--- config.mk ---
export PLATFORM = sky130hd
export DESIGN_NAME = matmul_apb_master
export DESIGN_NICKNAME = d
export VERILOG_FILES = /design/src/rtl/matmul_apb_master.sv
export SDC_FILE = /design/constraint.sdc
export NUM_CORES = 1
export LEC_CHECK = 0
export CORE_ASPECT_RATIO = 0.8
export CORE_MARGIN = 1.5
export CORE_UTILIZATION = 42
export DETAILED_ROUTE_END_ITERATION = 16
export PLACE_DENSITY = 0.82
export RECOVER_POWER = 100
export SLEW_MARGIN = 20
export SYNTH_ARGS = -nofsm -noshare
export SYNTH_HDL_FRONTEND = slang
export SYNTH_SLANG_ARGS = --single-unit
--- constraint.sdc ---
create_clock -name clk_i -period 4.7 [get_ports clk_i]
set_input_delay 0.94 -clock clk_i [delete_from_list [all_inputs] [get_ports clk_i]]
set_output_delay 0.94 -clock clk_i [all_outputs]
set_load 0.01 [all_outputs]
--- src/rtl/matmul_apb_master.sv ---
`default_nettype none
// =============================================================================
// matmul_apb_master : command-driven APB master for the matmul slave port
// Revision: 1.0
// =============================================================================
module matmul_apb_master #(
  parameter int DATA_WIDTH = 8,
  parameter int BUS_WIDTH  = 16,
  parameter int ADDR_WIDTH = 32,
  parameter int TIMEOUT    = 255
) (
  input  logic                            clk_i,
  input  logic                            rst_ni,
  input  logic                            cmd_valid_i,
  output logic                            cmd_ready_o,
  input  logic                            cmd_write_i,
  input  logic                            cmd_wait_i,
  input  logic [ADDR_WIDTH-1:0]           cmd_addr_i,
  input  logic [BUS_WIDTH-1:0]            cmd_wdata_i,
  input  logic [BUS_WIDTH/DATA_WIDTH-1:0] cmd_strb_i,
  output logic                            rsp_valid_o,
  input  logic                            rsp_ready_i,
  output logic [BUS_WIDTH-1:0]            rsp_rdata_o,
  output logic                            rsp_err_o,
  output logic                            rsp_timeout_o,
  output logic                            psel_o,
  output logic                            penable_o,
  output logic                            pwrite_o,
  output logic [ADDR_WIDTH-1:0]           paddr_o,
  output logic [BUS_WIDTH-1:0]            pwdata_o,
  output logic [BUS_WIDTH/DATA_WIDTH-1:0] pstrb_o,
  input  logic                            pready_i,
  input  logic                            pslverr_i,
  input  logic [BUS_WIDTH-1:0]            prdata_i,
  input  logic                            busy_i
);

  localparam int MAX_DIM = BUS_WIDTH / DATA_WIDTH;
  localparam int CNT_W   = (TIMEOUT > 0) ? $clog2(TIMEOUT + 1) : 1;
  localparam logic [CNT_W-1:0] CNT_LAST = (TIMEOUT > 0) ? CNT_W'(TIMEOUT - 1) : '0;
  localparam logic [CNT_W-1:0] CNT_MAX  = '1;

  localparam logic [2:0] ST_IDLE      = 3'd0;
  localparam logic [2:0] ST_WAIT_BUSY = 3'd1;
  localparam logic [2:0] ST_SETUP     = 3'd2;
  localparam logic [2:0] ST_ACCESS    = 3'd3;
  localparam logic [2:0] ST_RESP      = 3'd4;

  logic [2:0]            state_q, state_d;
  logic [CNT_W-1:0]      cnt_q, cnt_d;
  logic                  cmd_ready_q, cmd_ready_d;
  logic                  rsp_valid_q, rsp_valid_d;
  logic [BUS_WIDTH-1:0]  rsp_rdata_q, rsp_rdata_d;
  logic                  rsp_err_q, rsp_err_d;
  logic                  rsp_timeout_q, rsp_timeout_d;
  logic                  psel_q, psel_d;
  logic                  penable_q, penable_d;
  logic                  pwrite_q, pwrite_d;
  logic [ADDR_WIDTH-1:0] paddr_q, paddr_d;
  logic [BUS_WIDTH-1:0]  pwdata_q, pwdata_d;
  logic [MAX_DIM-1:0]    pstrb_q, pstrb_d;

  logic                  accept;
  logic                  tmo_hit;
  logic [CNT_W-1:0]      cnt_inc;

  assign accept  = cmd_valid_i & cmd_ready_q;
  // The counter holds the number of cycles already spent, so the abort fires
  // during the TIMEOUT-th cycle of waiting.
  assign tmo_hit = (TIMEOUT > 0) && (cnt_q == CNT_LAST);
  assign cnt_inc = (cnt_q == CNT_MAX) ? cnt_q : cnt_q + 1'b1;

  always_ff @(posedge clk_i) begin
    if (!rst_ni) begin
      state_q       <= ST_IDLE;
      cnt_q         <= '0;
      cmd_ready_q   <= 1'b0;
      rsp_valid_q   <= 1'b0;
      rsp_rdata_q   <= '0;
      rsp_err_q     <= 1'b0;
      rsp_timeout_q <= 1'b0;
      psel_q        <= 1'b0;
      penable_q     <= 1'b0;
      pwrite_q      <= 1'b0;
      paddr_q       <= '0;
      pwdata_q      <= '0;
      pstrb_q       <= '0;
    end else begin
      state_q       <= state_d;
      cnt_q         <= cnt_d;
      cmd_ready_q   <= cmd_ready_d;
      rsp_valid_q   <= rsp_valid_d;
      rsp_rdata_q   <= rsp_rdata_d;
      rsp_err_q     <= rsp_err_d;
      rsp_timeout_q <= rsp_timeout_d;
      psel_q        <= psel_d;
      penable_q     <= penable_d;
      pwrite_q      <= pwrite_d;
      paddr_q       <= paddr_d;
      pwdata_q      <= pwdata_d;
      pstrb_q       <= pstrb_d;
    end
  end

  always_comb begin
    state_d = state_q;
    case (state_q)
      ST_IDLE:      if (accept) state_d = cmd_wait_i ? ST_WAIT_BUSY : ST_SETUP;
      ST_WAIT_BUSY: begin
        if (!busy_i)      state_d = ST_SETUP;
        else if (tmo_hit) state_d = ST_RESP;
      end
      ST_SETUP:     state_d = ST_ACCESS;
      ST_ACCESS:    if (pready_i || tmo_hit) state_d = ST_RESP;
      ST_RESP:      if (rsp_ready_i) state_d = ST_IDLE;
      default:      state_d = ST_IDLE;
    endcase
  end

  always_comb begin
    cnt_d         = cnt_q;
    cmd_ready_d   = cmd_ready_q;
    rsp_valid_d   = rsp_valid_q;
    rsp_rdata_d   = rsp_rdata_q;
    rsp_err_d     = rsp_err_q;
    rsp_timeout_d = rsp_timeout_q;
    psel_d        = psel_q;
    penable_d     = penable_q;
    pwrite_d      = pwrite_q;
    paddr_d       = paddr_q;
    pwdata_d      = pwdata_q;
    pstrb_d       = pstrb_q;
    case (state_q)
      ST_IDLE: begin
        cmd_ready_d = 1'b1;
        if (accept) begin
          cmd_ready_d = 1'b0;
          cnt_d       = '0;
          pwrite_d    = cmd_write_i;
          paddr_d     = cmd_addr_i;
          pwdata_d    = cmd_write_i ? cmd_wdata_i : '0;
          pstrb_d     = cmd_write_i ? cmd_strb_i : '0;
          psel_d      = !cmd_wait_i;
        end
      end
      ST_WAIT_BUSY: begin
        if (!busy_i) begin
          psel_d = 1'b1;
        end else if (tmo_hit) begin
          rsp_valid_d   = 1'b1;
          rsp_rdata_d   = '0;
          rsp_err_d     = 1'b1;
          rsp_timeout_d = 1'b1;
        end else begin
          cnt_d = cnt_inc;
        end
      end
      ST_SETUP: begin
        penable_d = 1'b1;
        cnt_d     = '0;
      end
      ST_ACCESS: begin
        if (pready_i) begin
          psel_d        = 1'b0;
          penable_d     = 1'b0;
          rsp_valid_d   = 1'b1;
          rsp_rdata_d   = pwrite_q ? '0 : prdata_i;
          rsp_err_d     = pslverr_i;
          rsp_timeout_d = 1'b0;
        end else if (tmo_hit) begin
          psel_d        = 1'b0;
          penable_d     = 1'b0;
          rsp_valid_d   = 1'b1;
          rsp_rdata_d   = '0;
          rsp_err_d     = 1'b1;
          rsp_timeout_d = 1'b1;
        end else begin
          cnt_d = cnt_inc;
        end
      end
      ST_RESP: begin
        if (rsp_ready_i) begin
          rsp_valid_d = 1'b0;
          cmd_ready_d = 1'b1;
        end
      end
      default: begin
        cmd_ready_d = 1'b0;
      end
    endcase
  end

  assign cmd_ready_o   = cmd_ready_q;
  assign rsp_valid_o   = rsp_valid_q;
  assign rsp_rdata_o   = rsp_rdata_q;
  assign rsp_err_o     = rsp_err_q;
  assign rsp_timeout_o = rsp_timeout_q;
  assign psel_o        = psel_q;
  assign penable_o     = penable_q;
  assign pwrite_o      = pwrite_q;
  assign paddr_o       = paddr_q;
  assign pwdata_o      = pwdata_q;
  assign pstrb_o       = pstrb_q;

endmodule
`default_nettype wire

==> impl_metrics.tcl, run 1 <==
set metrics [dict create \
    max_freq_mhz 289 \
    start_util 0.442 \
    drt_iter0_drc 95 \
    synth.mux.area_fraction 0.0200 \
    slew_headroom -0.210 \
    synth-seq-area-share 0.473 \
    cts-resized-gates 0 \
    power.density_mw_per_mm2 332 \
    firstDrtPassIters 4 \
    die_h_um 85.3 \
    wl_per_cell_um 14.6 \
    grt_usage 0.218 \
    seq_area_mm2 0.00168 \
    drc_errors 0 \
    worstSkewPairLatency_ns 0.35 \
    power.leakage_nw 1.97 \
    cap_violations 2 \
    synthAdderAreaFrac 0.00703 \
    core_area_mm2 0.00806 \
    critPathCaptureType "flip-flop" \
    antenna_cells 0 \
    outcome "finished with violations" \
    synthXorXnorAreaFrac 0 \
    yosysTopAreaCell "dfxtp_1" \
    gr-total-overflow 0 \
    final.period_utilization 0.736 \
    io-pin-count 148 \
    multi_input_area_mm2 0.00165 \
    synth_area_mm2 0.00356 \
    nets 633 \
    vias 3520 \
    synth_seq_cells 84 \
    drv_slew 72 \
    irDropWorstVdd_mv 0.193 \
    cts-htree-levels 3 \
    hold_path_class "reg2reg" \
    hold_violations 0 \
    synth.area.top_cells "dfxtp_1, nand2_1, a21oi_1, a311oi_1, nand3_1" \
    synthArstFlopShare 0 \
    p_total_mw 1.73 \
    synth_nets 504 \
    synth_top_area_share 0.473 \
    clk_pin_slew_worst_paths_ns 0.09 \
    worstMarginPinSlew_ns 1.81 \
    design_area_mm2 0.00520 \
    fillers 693 \
    worstSetupPathType "in2reg" \
    post_cts_buffers 0 \
    drive_gt1_frac 0.0517 \
    synth-edff-count 0 \
    post_dp_cell_area_mm2 0.00501 \
    cts_tree "done" \
    synth_top_family_by_area "simple AND/OR/NAND/NOR gates" \
    crit_fanout 32 \
    ys.flop_type "dfxtp_1" \
    place.port_buffers 147 \
    cts_buffers 9 \
    gp_congestion 0.845 \
    cts_root_buf "clkbuf_8" \
    dp_hpwl_mm 6.95 \
    die_w_um 106 \
    grt_pass1_vias 3292 \
    area_growth_pct 46.1 \
    cts.sinks 84 \
    synthCells 427 \
    yosys.cell_types.count 47 \
    worst-endpoint-arrival_ns 3.72 \
    vias_per_cell 5.26 \
    fin_skew_ns 0.0163 \
    synth-compound-area-share 0.215 \
    synth-simple-area-share 0.227 \
    critPathLaunchType "primary input" \
    tns_ns 0 \
    hold_buffers 0 \
    std_cell_rows 29 \
    crit_required_ns 4.96 \
    rsz0062_at_grt "false" \
    grt_max_degree 45 \
    timing.final.crit_period_ns 3.46 \
    setup_violations 0 \
    synth_warnings 0 \
    violations "max-capacitance violations, max-slew violations" \
    grt_pass1_wl_mm 15.9 \
    ctsLongestPathBuffers 2 \
    ant_nets 0 \
    wirelength_mm 9.76 \
    die_area_mm2 0.00904 \
    antenna_found_initial 0 \
    postSynthAreaPerCell_um2 8.33 \
]
[Yosys cell counts, types with 7 or more instances]
master,n
o21ai_0,7
nand2b_1,9
buf_4,8
nand2_1,118
dfxtp_1,84
buf_2,11
a21oi_1,75
clkbuf_1,9
nand3_1,25
a311oi_1,16
nor2_1,8
[worst max-delay path: stages]
cell and delay (ns):
dlygate4sd3_1 0.66, nand4b_4 0.16, nor2_1 1.39, a21oi_1 0.26, a311oi_1 0.31
[routing by layer]
layer	wire [µm]	vias to the layer above	track usage
met5	0	-	0
met4	198	0	0.0737
met3	625	19	0.0568
met2	4740	125	0.357
met1	4200	1631	0.282
li1	-	1745	-
[stage by stage]
| stage | instances | util | hold WS, ns | worst slack, ns |
|---|---|---|---|---|
| finish | 669 | 0.645 | 0.450 | 1.24 |
| global route | 669 | 0.645 | 0.475 | 0.966 |
| CTS | 669 | 0.648 | 0.457 | 2.07 |
| detailed placement | 653 | 0.622 | 0.445 | 1.69 |
| global placement | 653 | 0.622 | 0.437 | 1.72 |
| floorplan | 427 | - | 0.456 | 2.78 |
[kinds of logic after synthesis]
| kind of cell | Yosys count |
|---|---|
| multiplexers | 7 |
| flip-flops | 84 |
| buffers and inverters | 39 |
| AND/OR/NAND/NOR | 175 |
| AO/OA/AOI/OAI | 120 |
| adder cells (fa/ha/maj) | 2 |
[final cells by class]
| class | count | share of cell area |
|---|---|---|
| inverter | 7 | 0.00506 |
| clock inverter | 5 | 0.0164 |
| multi-input combinational | 304 | 0.317 |
| timing repair buffer | 150 | 0.287 |
| clock buffer | 11 | 0.0253 |
| tap | 108 | 0.0260 |
| sequential | 84 | 0.324 |
[power breakdown]
part	internal, mW	switching, mW
combinational	0.166	0.191
clock	0.303	0.266
sequential	0.756	0.0431
[path summary, 6_finish.rpt]
kind	end	slack, ns	from	depth (start not counted)
min reg2reg	pwdata_o[8]	0.45	pwdata_o[8]	2
min	pwdata_o[8]	0.45	pwdata_o[8]	2
max reg2reg	paddr_o[9]	1.40	state_q[0]	5
max	rsp_rdata_o[13]	1.24	pready_i	5
[sequential cells by signal, indices dropped and copies added (netlist names), 2 cells and up]
signal,count
rsp_rdata_o,16
paddr_o,32
cnt_q,8
pwdata_o,16
state_q,3
pstrb_o,2
[cell usage in the layout (no fill, tap or decap), types with 2 or more instances in the layout]
| cell | synthesis | routed |
|---|---|---|
| a2111oi_2 | 2 | 2 |
| a211oi_1 | 4 | 4 |
| a21o_1 | 2 | 2 |
| a21oi_1 | 75 | 75 |
| a311oi_1 | 16 | 16 |
| a31oi_1 | 3 | 3 |
| buf_4 | 8 | 2 |
| bufinv_16 | 0 | 2 |
| clkbuf_1 | 9 | 3 |
| clkbuf_8 | 0 | 9 |
| clkdlybuf4s50_1 | 0 | 71 |
| dfxtp_1 | 84 | 84 |
| dlygate4sd3_1 | 0 | 76 |
| ha_1 | 2 | 2 |
| inv_1 | 6 | 6 |
| mux2i_1 | 6 | 6 |
| nand2_1 | 118 | 118 |
| nand2b_1 | 9 | 9 |
| nand3_1 | 25 | 25 |
| nor2_1 | 8 | 9 |
| o2111ai_1 | 2 | 2 |
| o21ai_0 | 7 | 8 |
No activity file was read; power rests on OpenSTA's default activity.
==> run 2, diff against run 1 <==
CORE_UTILIZATION = 39   (was 42)
PLACE_DENSITY = 0.8   (was 0.82)
clock period = 2.9 ns   (was 4.7 ns; I/O delays follow)
==> run 2 against run 1 <==
The flow now finishes without violations. Non-clock buffer count up 3. Combinational power grew 65%. Via count down 0.71%. Clock skew is 0.012 ns lower. Largest cell class unchanged.
==> impl_metrics.tcl, run 2 (synthesized netlist as in run 1, its figures left out) <==
set metrics [dict create \
    crit_required_ns 3.16 \
    die_area_mm2 0.00971 \
    mostFrequentLayoutCells "nand2_1, dfxtp_1, a21oi_1, dlygate4sd3_1, clkdlybuf4s50_1" \
    max_freq_mhz 406 \
    path_delay_family "buffers and inverters" \
    power.leakage_nw 2.02 \
    grt_pass1_wl_mm 15.2 \
    grt_max_degree 53 \
    drive_gt1_frac 0.0586 \
    cts-resized-gates 0 \
    io-pin-count 148 \
    cts_root_buf "clkbuf_16" \
    critPathCaptureType "flip-flop" \
    worst-endpoint-arrival_ns 2.72 \
    fillers 774 \
    antenna_cells 0 \
    largest_register_ffs 32 \
    drt_iter0_drc 148 \
    worstSkewPairLatency_ns 0.33 \
    drc_errors 0 \
    power.density_mw_per_mm2 587 \
    worstMarginPinSlew_ns 1.06 \
    hold_buffers 0 \
    gr-total-overflow 0 \
    cts-htree-levels 3 \
    area_growth_pct 49.6 \
    drv_slew 0 \
    antenna_found_initial 0 \
    slowest_delay_ns 0.84 \
    place.port_buffers 147 \
    seq_area_mm2 0.00168 \
    firstDrtPassIters 5 \
    start_util 0.410 \
    die_h_um 88.4 \
    ctsLongestPathBuffers 2 \
    fin_skew_ns 0.00440 \
    multi_input_area_mm2 0.00164 \
    hold_violations 0 \
    rsz0062_at_grt "false" \
    cts.sinks 84 \
    gp_congestion 0.844 \
    post_cts_buffers 0 \
    whs_ns 0.448 \
    outcome "finished, final reports clean" \
    path_cells "dlygate4sd3_1 > nand2_1 > nor4_4 > clkbuf_2 > nand3_1 > a21oi_1" \
    setup_violations 0 \
    nets 636 \
    worst_slack_ns 0.438 \
    final.period_utilization 0.849 \
    final_util 0.614 \
    std_cell_rows 30 \
    grt_usage 0.202 \
    hold_path_class "reg2reg" \
    cts_buffers 9 \
    vias_per_cell 5.18 \
    cp.buffers_inverters 2 \
    die_w_um 110 \
    crit_fanout 52 \
    critPathLaunchType "primary input" \
    vias 3495 \
    clk_pin_slew_worst_paths_ns 0.06 \
    slew_headroom 0.294 \
    wirelength_mm 10.0 \
    tns_ns 0 \
    cap_violations 0 \
    grt_pass1_vias 3168 \
    final_common_cell "nand2_1" \
    wl_per_cell_um 14.8 \
    crit_slowest_cell "clkbuf_2" \
    cts_tree "done" \
    dp_hpwl_mm 7.12 \
    p_total_mw 3.13 \
    core_area_mm2 0.00867 \
    ant_nets 0 \
    timing.final.crit_period_ns 2.46 \
    pre_cts_ws_ns 0.462 \
    irDropWorstVdd_mv 0.384 \
    worstSetupPathType "in2reg" \
]
-- run 2: cell count changes in the layout (fill, tap and decap cells not counted), sizes merged --
| cell | delta |
|---|---|
| buf | +3 |
| clkdlybuf4s50 | +1 |
| dlygate4sd3 | -1 |
| inv | -1 |
-- run 2: per-layer routing --
layer	global-route usage	wire [µm]	share of wire
met5	0	0	0
met4	0.0638	188	0.019
met2	0.331	4880	0.49
met3	0.0677	568	0.057
met1	0.251	4380	0.44
-- run 2: worst register-to-register path: cells and delay by family (launching register included) --
family | cells | cell delay (ns)
AO/OA/AOI/OAI | 2 | 0.44
AND/OR/NAND/NOR | 2 | 1.06
flip-flops | 1 | 0.77
-- run 2: layout make-up --
| cell class | count | share of cell area |
|---|---|---|
| clock buffers | 11 | 0.0475 |
| multi-input cells | 304 | 0.307 |
| inverters | 7 | 0.00494 |
| repair buffers | 153 | 0.284 |
| well taps | 112 | 0.0263 |
| flip-flops and latches | 84 | 0.316 |
| clock inverters | 4 | 0.0136 |
-- run 2: report_power, final --
group,switching (mW),internal [mW],total (mW)
Combinational,0.312,0.276,0.588
Clock,0.449,0.795,1.24
Sequential,0.0675,1.23,1.29
Total,0.829,2.30,3.13
-- run 2: worst paths after layout --
path	from	endpoint	slack (ns)	cells past startpoint
worst max-delay path	cmd_valid_i	pwdata_o[5]	0.44	6
worst min-delay path	pwdata_o[14]	pwdata_o[14]	0.45	2
worst max register to register	state_q[0]	rsp_rdata_o[1]	0.54	4
worst min register to register	pwdata_o[14]	pwdata_o[14]	0.45	2
-- run 2: stage by stage --
stage	instances	area (µm²)
CTS	675	5370
finish	675	5320
floorplan	427	3560
global route	675	5320
global placement	660	5050
detailed placement	660	5050
==> run 3, diff against run 2 <==
clock period = 2.18 ns   (was 2.9 ns; I/O delays follow)
==> run 3 against run 2 <==
Clock power increased by 42%. Sequential power increased by 33%. First-iteration DRC count increased by 9.5%. Sequential share of layout area decreased by 0.64 points. Critical path depth decreased by 1. Combinational power increased by 41%. Core utilization increased by 1.3 points. Power increased by 38%. Die area unchanged. Sequential cell count unchanged. Non-clock buffer count increased by 6. Register-to-register slack got worse by 0.26 ns. Critical path type is now reg2reg. Critical endpoint is now cnt_q[7]. Largest cell class unchanged.
==> impl_metrics.tcl, run 3 (synthesized netlist as in run 1, its figures left out) <==
set metrics [dict create \
    crit_fanout 10 \
    rsz0062_at_grt "false" \
    worstSetupPathType "reg2reg" \
    die_w_um 110 \
    clk_pin_slew_worst_paths_ns 0.06 \
    antenna_cells 0 \
    worstMarginPinSlew_ns 0.660 \
    cts_root_buf "clkbuf_16" \
    placed_cells 666 \
    cts-resized-gates 0 \
    critPathCaptureType "flip-flop" \
    area_growth_pct 52.7 \
    cap_violations 0 \
    final_cells 681 \
    mostFrequentLayoutCells "nand2_1, dfxtp_1, a21oi_1" \
    critPathLaunchType "flip-flop" \
    io-pin-count 148 \
    drive_gt1_frac 0.0650 \
    worst-endpoint-arrival_ns 2.16 \
    post_cts_buffers 0 \
    drv_slew 0 \
    critical_path.startpoint "state_q[0]" \
    antenna_found_initial 0 \
    drt_iter0_drc 162 \
    drc_errors 0 \
    final_common_cell "nand2_1" \
    firstDrtPassIters 4 \
    setup_violations 0 \
    cts.sinks 84 \
    outcome "finished, final reports clean" \
    wl_met2_mm 4.90 \
    wl_met1_mm 4.39 \
    gp_congestion 0.848 \
    hp-start "pwdata_o[4]" \
    crit_required_ns 2.44 \
    hold_violations 0 \
    irDropWorstVdd_mv 0.438 \
    nets 642 \
    wl_per_cell_um 14.7 \
    ant_nets 0 \
    gr-total-overflow 0 \
    power.density_mw_per_mm2 793 \
    rr_endpoint "cnt_q[7]" \
    place.port_buffers 147 \
    wirelength_mm 10.0 \
    start_util 0.410 \
    reg2reg_depth 5 \
    slew_headroom 0.560 \
    core_area_mm2 0.00867 \
    cts-htree-levels 3 \
    r2r_start "state_q[0]" \
    crit_path_end "cnt_q[7]" \
    p_total_mw 4.31 \
    grt_pass1_wl_mm 15.7 \
    vias 3493 \
    dp_hpwl_mm 7.10 \
    cts_tree "done" \
    die_h_um 88.4 \
    vias_per_cell 5.13 \
    r2r_slack_ns 0.28 \
    die_area_mm2 0.00971 \
    ctsLongestPathBuffers 2 \
    std_cell_rows 30 \
    power.leakage_nw 2.09 \
    final.period_utilization 0.872 \
    cts_buffers 9 \
    grt_usage 0.205 \
    hold_path_class "reg2reg" \
    grt_max_degree 53 \
    largest_register_ffs 32 \
    grt_pass1_vias 3292 \
    fin_skew_ns 0.00707 \
    whs_ns 0.446 \
    tns_ns 0 \
    worstSkewPairLatency_ns 0.33 \
    hold_buffers 0 \
    met3_length_um 569 \
    top_layer "met4" \
    timing.final.crit_period_ns 1.90 \
    max_freq_mhz 526 \
]
[run 3: layer usage]
metal  up-vias  track usage
li1       1773            -
met1      1603        0.256
met2        99        0.340
met3        18       0.0589
met4         0       0.0732
met5         -            0
[run 3: final cells by class]
type,instances,area (µm²)
Clock buffer,10,239
Clock inverter,5,108
Fill cell,774,3240
Inverter,7,26.3
Multi-Input combinational cell,304,1650
Sequential cell,84,1680
Tap cell,112,140
Timing Repair Buffer,159,1590
[run 3: power breakdown]
| part | switching [mW] | total, mW | internal, mW | leakage (nW) |
|---|---|---|---|---|
| clock network | 0.611 | 1.76 | 1.15 | 0.170 |
| registers | 0.0832 | 1.72 | 1.63 | 0.681 |
| logic | 0.434 | 0.831 | 0.397 | 1.24 |
| total | 1.13 | 4.31 | 3.18 | 2.09 |
[run 3: worst min-delay path by stage]
stage	endpoint	cells past startpoint
2_1_floorplan	cnt_q[7]	2
3_3_place_gp	pwdata_o[3]	2
3_5_place_dp	pwdata_o[3]	2
4_1_cts	pwdata_o[4]	2
5_1_grt	paddr_o[5]	2
6_report	pwdata_o[4]	2
[run 3: critical path, cell delays in order, from the launching register on]
cell       delay (ns)
dfxtp_1          0.45
clkbuf_1         0.27
and3b_1          0.33
o21ai_4          0.10
a2111oi_1        0.45
mux2i_1          0.23
[run 3: per-stage QoR]
stage                util  cell area, µm²  setup slack, ns
finish              0.627            5430            0.279
global route        0.627            5430            0.151
CTS                 0.630            5460            0.346
detailed placement  0.590            5120            0.130
global placement    0.590            5120            0.182
floorplan               -            3560            0.613
